==> config.mk <==
export PLATFORM = sky130hd
export DESIGN_NAME = ascii_line_packer_flat
export DESIGN_NICKNAME = d
export VERILOG_FILES = /design/src/rtl/ascii_line_packer_if.sv /design/src/rtl/ascii_line_packer.sv /design/src/flat_wrapper.sv
export SDC_FILE = /design/constraint.sdc
export NUM_CORES = 1
export LEC_CHECK = 0
export CORE_ASPECT_RATIO = 0.6
export CORE_MARGIN = 10
export CORE_UTILIZATION = 50
export DETAILED_ROUTE_END_ITERATION = 6
export HOLD_SLACK_MARGIN = 0.03
export PLACE_DENSITY_LB_ADDON = 0.05
export SLEW_MARGIN = 30
export SYNTH_ARGS = -nofsm -noshare
export SYNTH_HDL_FRONTEND = slang
export SYNTH_SLANG_ARGS = --single-unit
export TNS_END_PERCENT = 1
==> constraint.sdc <==
create_clock -name clk -period 2.6 [get_ports clk]
set_clock_uncertainty 0.15 [all_clocks]
set_input_delay 0.26 -clock clk [delete_from_list [all_inputs] [get_ports clk]]
set_output_delay 0.26 -clock clk [all_outputs]
set_load 0.05 [all_outputs]
==> src/rtl/ascii_line_packer_if.sv <==
// Character-in / write-strobe-out bundle of the ASCII line packer.
// The packer owns the slave side; a character source / memory sink owns the master side.
interface ascii_line_packer_if;
    logic [7:0]  in_char;
    logic        in_valid;
    logic        in_ready;
    logic        wr_en;
    logic [7:0]  wr_addr;
    logic [15:0] wr_data;
    logic        ptr_wr_en;
    logic [7:0]  ptr_line;
    logic [15:0] ptr_addr;
    logic        full;
    logic        done;

    modport master (
        output in_char,
        output in_valid,
        input  in_ready,
        input  wr_en,
        input  wr_addr,
        input  wr_data,
        input  ptr_wr_en,
        input  ptr_line,
        input  ptr_addr,
        input  full,
        input  done
    );

    modport slave (
        input  in_char,
        input  in_valid,
        output in_ready,
        output wr_en,
        output wr_addr,
        output wr_data,
        output ptr_wr_en,
        output ptr_line,
        output ptr_addr,
        output full,
        output done
    );
endinterface

==> src/rtl/ascii_line_packer.sv <==
// Packs NUL-terminated ASCII lines two chars per 16-bit word and logs each line's start address.
// Strobes are registered (one cycle after the accepting edge); in_ready drops for good on full/done.
module ascii_line_packer #(
    parameter int MEM_DEPTH  = 256,
    parameter int LINE_COUNT = 64
) (
    input  logic                clk,
    input  logic                rst_n,
    ascii_line_packer_if.slave  bus
);

    localparam logic [7:0] LAST_ADDR = 8'(MEM_DEPTH - 1);
    localparam logic [6:0] LAST_LINE = 7'(LINE_COUNT - 1);

    typedef enum logic [1:0] {
        LINE_START = 2'd0,
        HI         = 2'd1,
        LO         = 2'd2,
        STOP       = 2'd3
    } state_t;

    state_t      state;
    logic [7:0]  word_ptr;
    logic [6:0]  line_cnt;
    logic [7:0]  hi_byte;

    logic        accept;
    logic        is_nul;
    logic        emit;
    logic        line_end;
    logic [15:0] word;
    logic        last_word;
    logic        last_line;

    always_comb begin
        accept   = bus.in_valid & bus.in_ready;
        is_nul   = (bus.in_char == 8'h00);
        emit     = 1'b0;
        line_end = 1'b0;
        word     = 16'h0000;
        case (state)
            LINE_START, HI: begin
                // A NUL in the high slot closes the line with an all-zero word.
                emit     = accept & is_nul;
                line_end = accept & is_nul;
                word     = 16'h0000;
            end
            LO: begin
                emit     = accept;
                line_end = accept & is_nul;
                word     = {hi_byte, bus.in_char};
            end
            default: begin
                emit     = 1'b0;
                line_end = 1'b0;
            end
        endcase
        last_word = (word_ptr == LAST_ADDR);
        last_line = (line_cnt == LAST_LINE);
    end

    always_ff @(posedge clk or negedge rst_n) begin
        if (!rst_n) begin
            state         <= LINE_START;
            word_ptr      <= 8'h00;
            line_cnt      <= 7'h00;
            hi_byte       <= 8'h00;
            bus.in_ready  <= 1'b0;
            bus.wr_en     <= 1'b0;
            bus.wr_addr   <= 8'h00;
            bus.wr_data   <= 16'h0000;
            bus.ptr_wr_en <= 1'b0;
            bus.ptr_line  <= 8'h00;
            bus.ptr_addr  <= 16'h0000;
            bus.full      <= 1'b0;
            bus.done      <= 1'b0;
        end else begin
            bus.wr_en     <= 1'b0;
            bus.ptr_wr_en <= 1'b0;
            bus.in_ready  <= (state != STOP);

            if (accept && state == LINE_START) begin
                bus.ptr_wr_en <= 1'b1;
                bus.ptr_line  <= {2'b00, line_cnt[5:0]};
                bus.ptr_addr  <= {8'h00, word_ptr};
            end

            if (accept) begin
                case (state)
                    LINE_START, HI: begin
                        if (!is_nul) begin
                            hi_byte <= bus.in_char;
                            state   <= LO;
                        end
                    end
                    LO: begin
                        if (!is_nul) begin
                            state <= HI;
                        end
                    end
                    default: state <= STOP;
                endcase
            end

            if (emit) begin
                bus.wr_en   <= 1'b1;
                bus.wr_addr <= word_ptr;
                bus.wr_data <= word;
                if (!last_word) begin
                    word_ptr <= word_ptr + 8'd1;
                end
            end

            if (line_end) begin
                line_cnt <= line_cnt + 7'd1;
                state    <= LINE_START;
            end

            // Stop conditions override the normal next state; both may fire on one word.
            if (emit && last_word) begin
                bus.full <= 1'b1;
            end
            if (line_end && last_line) begin
                bus.done <= 1'b1;
            end
            if ((emit && last_word) || (line_end && last_line)) begin
                state        <= STOP;
                bus.in_ready <= 1'b0;
            end
        end
    end

endmodule

==> src/flat_wrapper.sv <==
// flat-port wrapper written by rule: the top's interface ports become plain ports
module ascii_line_packer_flat 
#(
    parameter int MEM_DEPTH  = 256,
    parameter int LINE_COUNT = 64
)
  (clk, rst_n, bus_in_char, bus_in_valid, bus_in_ready, bus_wr_en, bus_wr_addr, bus_wr_data, bus_ptr_wr_en, bus_ptr_line, bus_ptr_addr, bus_full, bus_done);
  ascii_line_packer_if bus_i ();
  input  logic clk;
  input  logic rst_n;
  input wire logic [$bits(bus_i.in_char)-1:0] bus_in_char;
  input wire logic [$bits(bus_i.in_valid)-1:0] bus_in_valid;
  output wire logic [$bits(bus_i.in_ready)-1:0] bus_in_ready;
  output wire logic [$bits(bus_i.wr_en)-1:0] bus_wr_en;
  output wire logic [$bits(bus_i.wr_addr)-1:0] bus_wr_addr;
  output wire logic [$bits(bus_i.wr_data)-1:0] bus_wr_data;
  output wire logic [$bits(bus_i.ptr_wr_en)-1:0] bus_ptr_wr_en;
  output wire logic [$bits(bus_i.ptr_line)-1:0] bus_ptr_line;
  output wire logic [$bits(bus_i.ptr_addr)-1:0] bus_ptr_addr;
  output wire logic [$bits(bus_i.full)-1:0] bus_full;
  output wire logic [$bits(bus_i.done)-1:0] bus_done;
  assign bus_i.in_char = bus_in_char;
  assign bus_i.in_valid = bus_in_valid;
  assign bus_in_ready = bus_i.in_ready;
  assign bus_wr_en = bus_i.wr_en;
  assign bus_wr_addr = bus_i.wr_addr;
  assign bus_wr_data = bus_i.wr_data;
  assign bus_ptr_wr_en = bus_i.ptr_wr_en;
  assign bus_ptr_line = bus_i.ptr_line;
  assign bus_ptr_addr = bus_i.ptr_addr;
  assign bus_full = bus_i.full;
  assign bus_done = bus_i.done;
  ascii_line_packer #(.MEM_DEPTH(MEM_DEPTH), .LINE_COUNT(LINE_COUNT)) u_core (.clk(clk), .rst_n(rst_n), .bus(bus_i));
endmodule
==> impl_metrics.env, run 1 <==
export IMPL_die_width_um=119
export IMPL_cp_end_kind="flip-flop"
export IMPL_gp_congestion=0.819
export IMPL_cts_buffers=9
export IMPL_relSlewSlack_pct=52.9
export IMPL_cp_top_family="simple AND/OR/NAND/NOR gates"
export IMPL_r2r_end="u_core.word_ptr[7]$_DFFE_PN0P_"
export IMPL_crit_arrival_ns=2.30
export IMPL_cts_root_buf="clkbuf_8"
export IMPL_dr_pass1_iters=4
export IMPL_cts_setup_buffers=0
export IMPL_synthCells=244
export IMPL_whs_endpoint="u_core.line_cnt[6]$_DFFE_PN0P_"
export IMPL_vias_per_cell=5.12
export IMPL_report_final_setup_viol=0
export IMPL_synthesis_area_sq_um=2930
export IMPL_max_stage_delay_ns=0.47
export IMPL_power_density_nw_per_um2=1080
export IMPL_overflow=0
export IMPL_die_area_sq_um=9410
export IMPL_final_cell_mix="68 x dfrtp_1, 52 x clkdlybuf4s50_1, 32 x mux2_2, 31 x o21ai_0, 27 x nand2_1"
export IMPL_worst_setup_path_start_kind="flip-flop"
export IMPL_boundaryPins=64
export IMPL_placedCellCount=374
export IMPL_yosysSeqAreaShare_pct=58.2
export IMPL_core_sq_um=5620
export IMPL_n_antenna_cell=0
export IMPL_htreeDepth=3
export IMPL_async_reset_ff_share_pct=100
export IMPL_critical_path_class="flip-flop to flip-flop"
export IMPL_min_period_over_period_pct=85.6
export IMPL_row_count=21
export IMPL_fin_crit_ns=2.23
export IMPL_r2r_worst_path_cells=5
export IMPL_crit_buf_inv=1
export IMPL_dr_total_vias=2003
export IMPL_crit_fanout=12
export IMPL_tritoncts="built"
export IMPL_clk_pin_slew_ns=0.07
export IMPL_initial_core_util_pct=52.0
export IMPL_ys_ff_latch=68
export IMPL_max_freq_ghz=0.449
export IMPL_grt_pass1_wl_um=10700
export IMPL_drt_initial_drc_count=90
export IMPL_synth_edff_count=0
export IMPL_cp_cell_sequence="nand2_1, nand3_1, buf_4, nor4_1, mux2_2"
export IMPL_final_common_cell="dfrtp_1"
export IMPL_dp_hpwl_um=4540
export IMPL_grt_use_total_pct=14.2
export IMPL_finalNonFillerCells=391
export IMPL_p_leak_nw=1.70
export IMPL_drt_wl_total_um=6340
export IMPL_finalHoldViolations=0
export IMPL_cts_buffer_depth=2
export IMPL_io_buffer_count=53
export IMPL_area_delta_synth_final_pct=29.3
export IMPL_grt_max_degree=40
export IMPL_drive_above_1_share_pct=21.9
export IMPL_grt_pass1_vias=2084
export IMPL_ff2ff_setup_slack_ns=0.37
export IMPL_status="complete, no violations"
export IMPL_die_y_um=79.3
export IMPL_pre_cts_ws_ns=0.144
export IMPL_worstPathRequired_ns=2.67
export IMPL_clock_sinks=68
export IMPL_worstMarginPinSlew_ns=0.707
export IMPL_hold_path_class="flip-flop to flip-flop"
export IMPL_finalMaxSlewViolations=0
export IMPL_routedWlPerCell_um=16.2
export IMPL_yosysWarnings=0
export IMPL_ant_nets=0
export IMPL_finalWorstSetupSlack_ns=0.374
export IMPL_min_path_cells=1
export IMPL_drcViolationCount=0
export IMPL_drv_cap=0
export IMPL_worstHoldStart="u_core.line_cnt[6]$_DFFE_PN0P_"
export IMPL_peakVddDrop_v=0.000700
export IMPL_antenna_found_initial=0
export IMPL_clkLatencyLatePin_ns=0.34
export IMPL_setup_tns_ns=0
export IMPL_rr_startpoint="u_core.state[1]$_DFFE_PN0P_"
export IMPL_ys_types=36
export IMPL_rsz0062_at_grt="no"
export IMPL_slowest_stage="dfrtp_1"
export IMPL_avgSynthCellArea_sq_um=12.0
export IMPL_fillers=449
export IMPL_ys_flop_type="dfrtp_1"
export IMPL_nets=319
==> Yosys cell counts, drive strengths merged, types with 2 or more instances <==
master	count	area, sq um
nand2b	3	18.8
nand2	27	101
a21oi	5	28.8
dfrtp	68	1700
ha	2	25.0
clkbuf	10	37.5
mux2	35	405
nor3	5	30.0
nand4	2	12.5
inv	3	11.3
or4	2	15.0
a211oi	2	20.0
nor2	4	15.0
nand3	5	25.0
buf	13	96.3
o21ai	33	165
and3	2	12.5
xor2	9	78.8
nor4	5	61.3
==> flip-flops by register name, indices dropped and copies added (netlist names) <==
name / count
u_core.line_cnt: 7
u_core.bus.wr_addr: 8
u_core.bus.wr_data: 16
u_core.state: 2
u_core.bus.wr_en: 1
u_core.bus.done: 1
u_core.hi_byte: 8
u_core.bus.ptr_addr: 8
u_core.bus.full: 1
u_core.bus.ptr_wr_en: 1
u_core.bus.ptr_line: 6
u_core.bus.in_ready: 1
u_core.word_ptr: 8
==> report_power, final <==
part	switching, mW	total (mW)	internal [mW]	leakage, nW
sequential	0.212	1.54	1.33	0.906
clock	0.396	0.959	0.564	0.105
combinational	1.03	1.59	0.559	0.694
total	1.64	4.09	2.45	1.70
==> cells by family (layout without fill, tap and decap cells) <==
logic type / count (synthesis) / in the layout / synth area share (%)
AOI/OAI and AO/OA: 42 / 42 / 7.78
xor gates and xnor gates: 10 / 10 / 2.99
adders and majority gates: 2 / 2 / 0.855
buffers and inverters: 26 / 84 / 4.96
DFF: 68 / 68 / 58.2
muxes: 35 / 35 / 13.9
other: 1 / 10 / 0.128
and+or+nand+nor: 60 / 60 / 11.2
==> worst max-delay path by stage <==
stage                                        from                           endpoint  slack (ns)  cells past startpoint
floorplan           u_core.bus.in_ready$_DFF_PN0_  u_core.bus.wr_addr[5]$_DFFE_PN0P_        0.55                      5
global placement                     bus_in_valid     u_core.word_ptr[6]$_DFFE_PN0P_        0.12                      5
detailed placement                 bus_in_char[7]      u_core.bus.in_ready$_DFF_PN0_        0.14                      5
CTS                   u_core.state[1]$_DFFE_PN0P_     u_core.word_ptr[7]$_DFFE_PN0P_        0.35                      5
global route          u_core.state[1]$_DFFE_PN0P_     u_core.word_ptr[6]$_DFFE_PN0P_        0.21                      5
finish                u_core.state[1]$_DFFE_PN0P_     u_core.word_ptr[7]$_DFFE_PN0P_        0.37                      5
==> routing by layer <==
metal	track usage (%)	part of all wire, %	routed length, um
met1	19.7	51	3210
met3	7.13	9.8	620
met5	0	0	0
met4	5.10	0.93	59
met2	18.3	39	2450
==> metrics by stage <==
step	cell area [sq um]	hold slack, ns	power (mW)	util (%)
after floorplan	2960	-0.186	2.60	-
after global placement	3550	0.189	3.14	63.1
after detailed placement	3550	0.192	3.17	63.1
after CTS	3780	0.313	4.14	67.2
after global routing	3780	0.329	4.33	67.2
final	3780	0.313	4.09	67.2
==> area by class of cell <==
class                   count  area (sq um)  area share [%]
flip-flops and latches     68          1700            45.0
clock inverters             6          87.6            2.32
well taps                  80           100            2.65
repair buffers             65           631            16.7
inverters                   3          11.3           0.298
multi-input cells         159          1110            29.4
clock buffers              10           138            3.64
==> what timing repair did <==
item | 4_1_cts | 5_1_grt
resized for setup | 0 | 0
hold buffers | 1 | 0
hold endpoints to repair | 29 | 0
Power figures use the tool's default switching activity.
==> run 2, diff against run 1 <==
--- a/config.mk
+++ b/config.mk
@@ -6,11 +6,11 @@
 export NUM_CORES = 1
 export LEC_CHECK = 0
 export CORE_ASPECT_RATIO = 0.6
-export CORE_MARGIN = 10
 export CORE_UTILIZATION = 50
 export DETAILED_ROUTE_END_ITERATION = 6
 export HOLD_SLACK_MARGIN = 0.03
 export PLACE_DENSITY_LB_ADDON = 0.05
+export SKIP_CTS_REPAIR_TIMING = 1
 export SLEW_MARGIN = 30
 export SYNTH_ARGS = -nofsm -noshare
 export SYNTH_HDL_FRONTEND = slang
==> run 2 against run 1 <==
Against the previous run:
- design area down 0.20%
- maximum frequency up 3.4%
- power down 1.8%
- critical path type unchanged
- largest cell class unchanged
- largest power group unchanged
==> impl_metrics.env, run 2 (synthesis gave the netlist of run 1 again) <==
export IMPL_worstMarginPinSlew_ns=0.704
export IMPL_rsz0062_at_grt="no"
export IMPL_fin_crit_ns=2.15
export IMPL_grt_pass1_wl_um=8970
export IMPL_overflow=0
export IMPL_pwr_share_comb_pct=39.7
export IMPL_final_area_sq_um=3770
export IMPL_initial_core_util_pct=52.3
export IMPL_slowest_stage="dfrtp_1"
export IMPL_relSlewSlack_pct=53.1
export IMPL_core_sq_um=5600
export IMPL_clkLatencyLatePin_ns=0.34
export IMPL_dp_hpwl_um=4050
export IMPL_worst_setup_path_start_kind="flip-flop"
export IMPL_area_delta_synth_final_pct=29.0
export IMPL_cts_buffers=9
export IMPL_cp_top_family="simple AND/OR/NAND/NOR gates"
export IMPL_final_common_cell="dfrtp_1"
export IMPL_crit_buf_inv=1
export IMPL_max_stage_delay_ns=0.42
export IMPL_post_dp_cell_area_sq_um=3550
export IMPL_setup_tns_ns=0
export IMPL_status="complete, no violations"
export IMPL_drt_initial_drc_count=124
export IMPL_crit_arrival_ns=2.24
export IMPL_pwr_share_seq_pct=38.0
export IMPL_min_period_over_period_pct=82.8
export IMPL_final_cell_mix="68 x dfrtp_1, 52 x clkdlybuf4s50_1, 32 x mux2_2, 31 x o21ai_0, 27 x nand2_1"
export IMPL_drv_cap=0
export IMPL_finalHoldViolations=0
export IMPL_report_final_setup_viol=0
export IMPL_largest_reg_flops=16
export IMPL_finalNonFillerCells=392
export IMPL_nets=320
export IMPL_final_core_util_pct=67.4
export IMPL_drive_above_1_share_pct=22.1
export IMPL_crit_fanout=11
export IMPL_antenna_found_initial=0
export IMPL_pre_cts_ws_ns=0.141
export IMPL_n_antenna_cell=0
export IMPL_cp_cell_sequence="nand2_1, nand3_1, buf_4, a211oi_1, mux2_2"
export IMPL_pwr_share_clk_pct=22.2
export IMPL_cp_end_kind="flip-flop"
export IMPL_io_buffer_count=53
export IMPL_tritoncts="built"
export IMPL_power_mw=4.02
export IMPL_clock_sinks=68
export IMPL_ant_nets=0
export IMPL_vias_per_cell=5.15
export IMPL_top_register="u_core.bus.wr_data"
export IMPL_grt_pass1_vias=1685
export IMPL_finalWorstSetupSlack_ns=0.447
export IMPL_routedWlPerCell_um=14.5
export IMPL_die_y_um=61.3
export IMPL_placedCellCount=375
export IMPL_holdWs_ns=0.319
export IMPL_boundaryPins=64
export IMPL_ff2ff_setup_slack_ns=0.45
export IMPL_internal_power_mw=2.39
export IMPL_drcViolationCount=0
export IMPL_dr_total_vias=2017
export IMPL_max_freq_ghz=0.464
export IMPL_drt_wl_total_um=5680
export IMPL_die_area_sq_um=6170
export IMPL_power_density_nw_per_um2=1070
export IMPL_die_width_um=101
export IMPL_peakVddDrop_v=0.000667
export IMPL_row_count=21
export IMPL_switching_share_pct=40.4
export IMPL_gp_congestion=0.837
export IMPL_worstPathRequired_ns=2.68
export IMPL_htreeDepth=3
export IMPL_p_leak_nw=1.70
export IMPL_dr_pass1_iters=4
export IMPL_cts_root_buf="clkbuf_8"
export IMPL_finalMaxSlewViolations=0
export IMPL_fillers=439
export IMPL_cts_buffer_depth=2
export IMPL_switchingPower_mw=1.62
export IMPL_clk_pin_slew_ns=0.07
export IMPL_grt_use_total_pct=20.4
export IMPL_hold_path_class="flip-flop to flip-flop"
export IMPL_critical_path_class="flip-flop to flip-flop"
export IMPL_grt_max_degree=38
run 2: cell types whose count changed in the layout (fill, tap and decap cells not counted), sizes merged:
cell	before	now
buf	12	13
bufinv	2	1
clkbuf	10	11
clkinvlp	3	2
inv	3	4
run 2: area by class of cell:
class / instances / area [sq um] / area share [%]
flip-flops and latches: 68 / 1700 / 45.1
clock inverters: 5 / 58.8 / 1.56
repair buffers: 66 / 638 / 16.9
multi-input cells: 159 / 1110 / 29.5
clock buffers: 11 / 151 / 4.01
inverters: 3 / 11.3 / 0.298
well taps: 80 / 100 / 2.65
run 2: final timing paths:
check,start,end,cells after the start
min,u_core.line_cnt[6]$_DFFE_PN0P_,u_core.line_cnt[6]$_DFFE_PN0P_,1
max,u_core.state[0]$_DFFE_PN0P_,u_core.word_ptr[1]$_DFFE_PN0P_,5
min reg2reg,u_core.line_cnt[6]$_DFFE_PN0P_,u_core.line_cnt[6]$_DFFE_PN0P_,1
max reg2reg,u_core.state[0]$_DFFE_PN0P_,u_core.word_ptr[1]$_DFFE_PN0P_,5
min in group asynchronous,rst_n,u_core.bus.wr_data[5]$_DFFE_PN0P_,2
max in group asynchronous,rst_n,u_core.line_cnt[6]$_DFFE_PN0P_,3
run 2: worst reg2reg max path: stages (launching register included):
cell and delay (ns):
dfrtp_1 0.42, nand2_1 0.12, nand3_1 0.31, buf_4 0.29, a211oi_1 0.37, mux2_2 0.38
run 2: routing by layer:
metal | track usage [%] | vias to the layer above | routed length [um]
li1 | - | 954 | -
met1 | 32.1 | 983 | 3090
met2 | 24.3 | 74 | 2140
met3 | 7.83 | 6 | 408
met4 | 7.45 | 0 | 40
met5 | 0 | - | 0
run 2: power groups by stage:
stage                     sequential (mW)  combinational (mW)  clock, mW
after CTS                            1.53                1.60      0.921
final                                1.53                1.60      0.894
after global routing                 1.57                1.70      0.980
after detailed placement             1.55                1.60          0
after floorplan                      2.06               0.531          0
after global placement               1.55                1.60          0
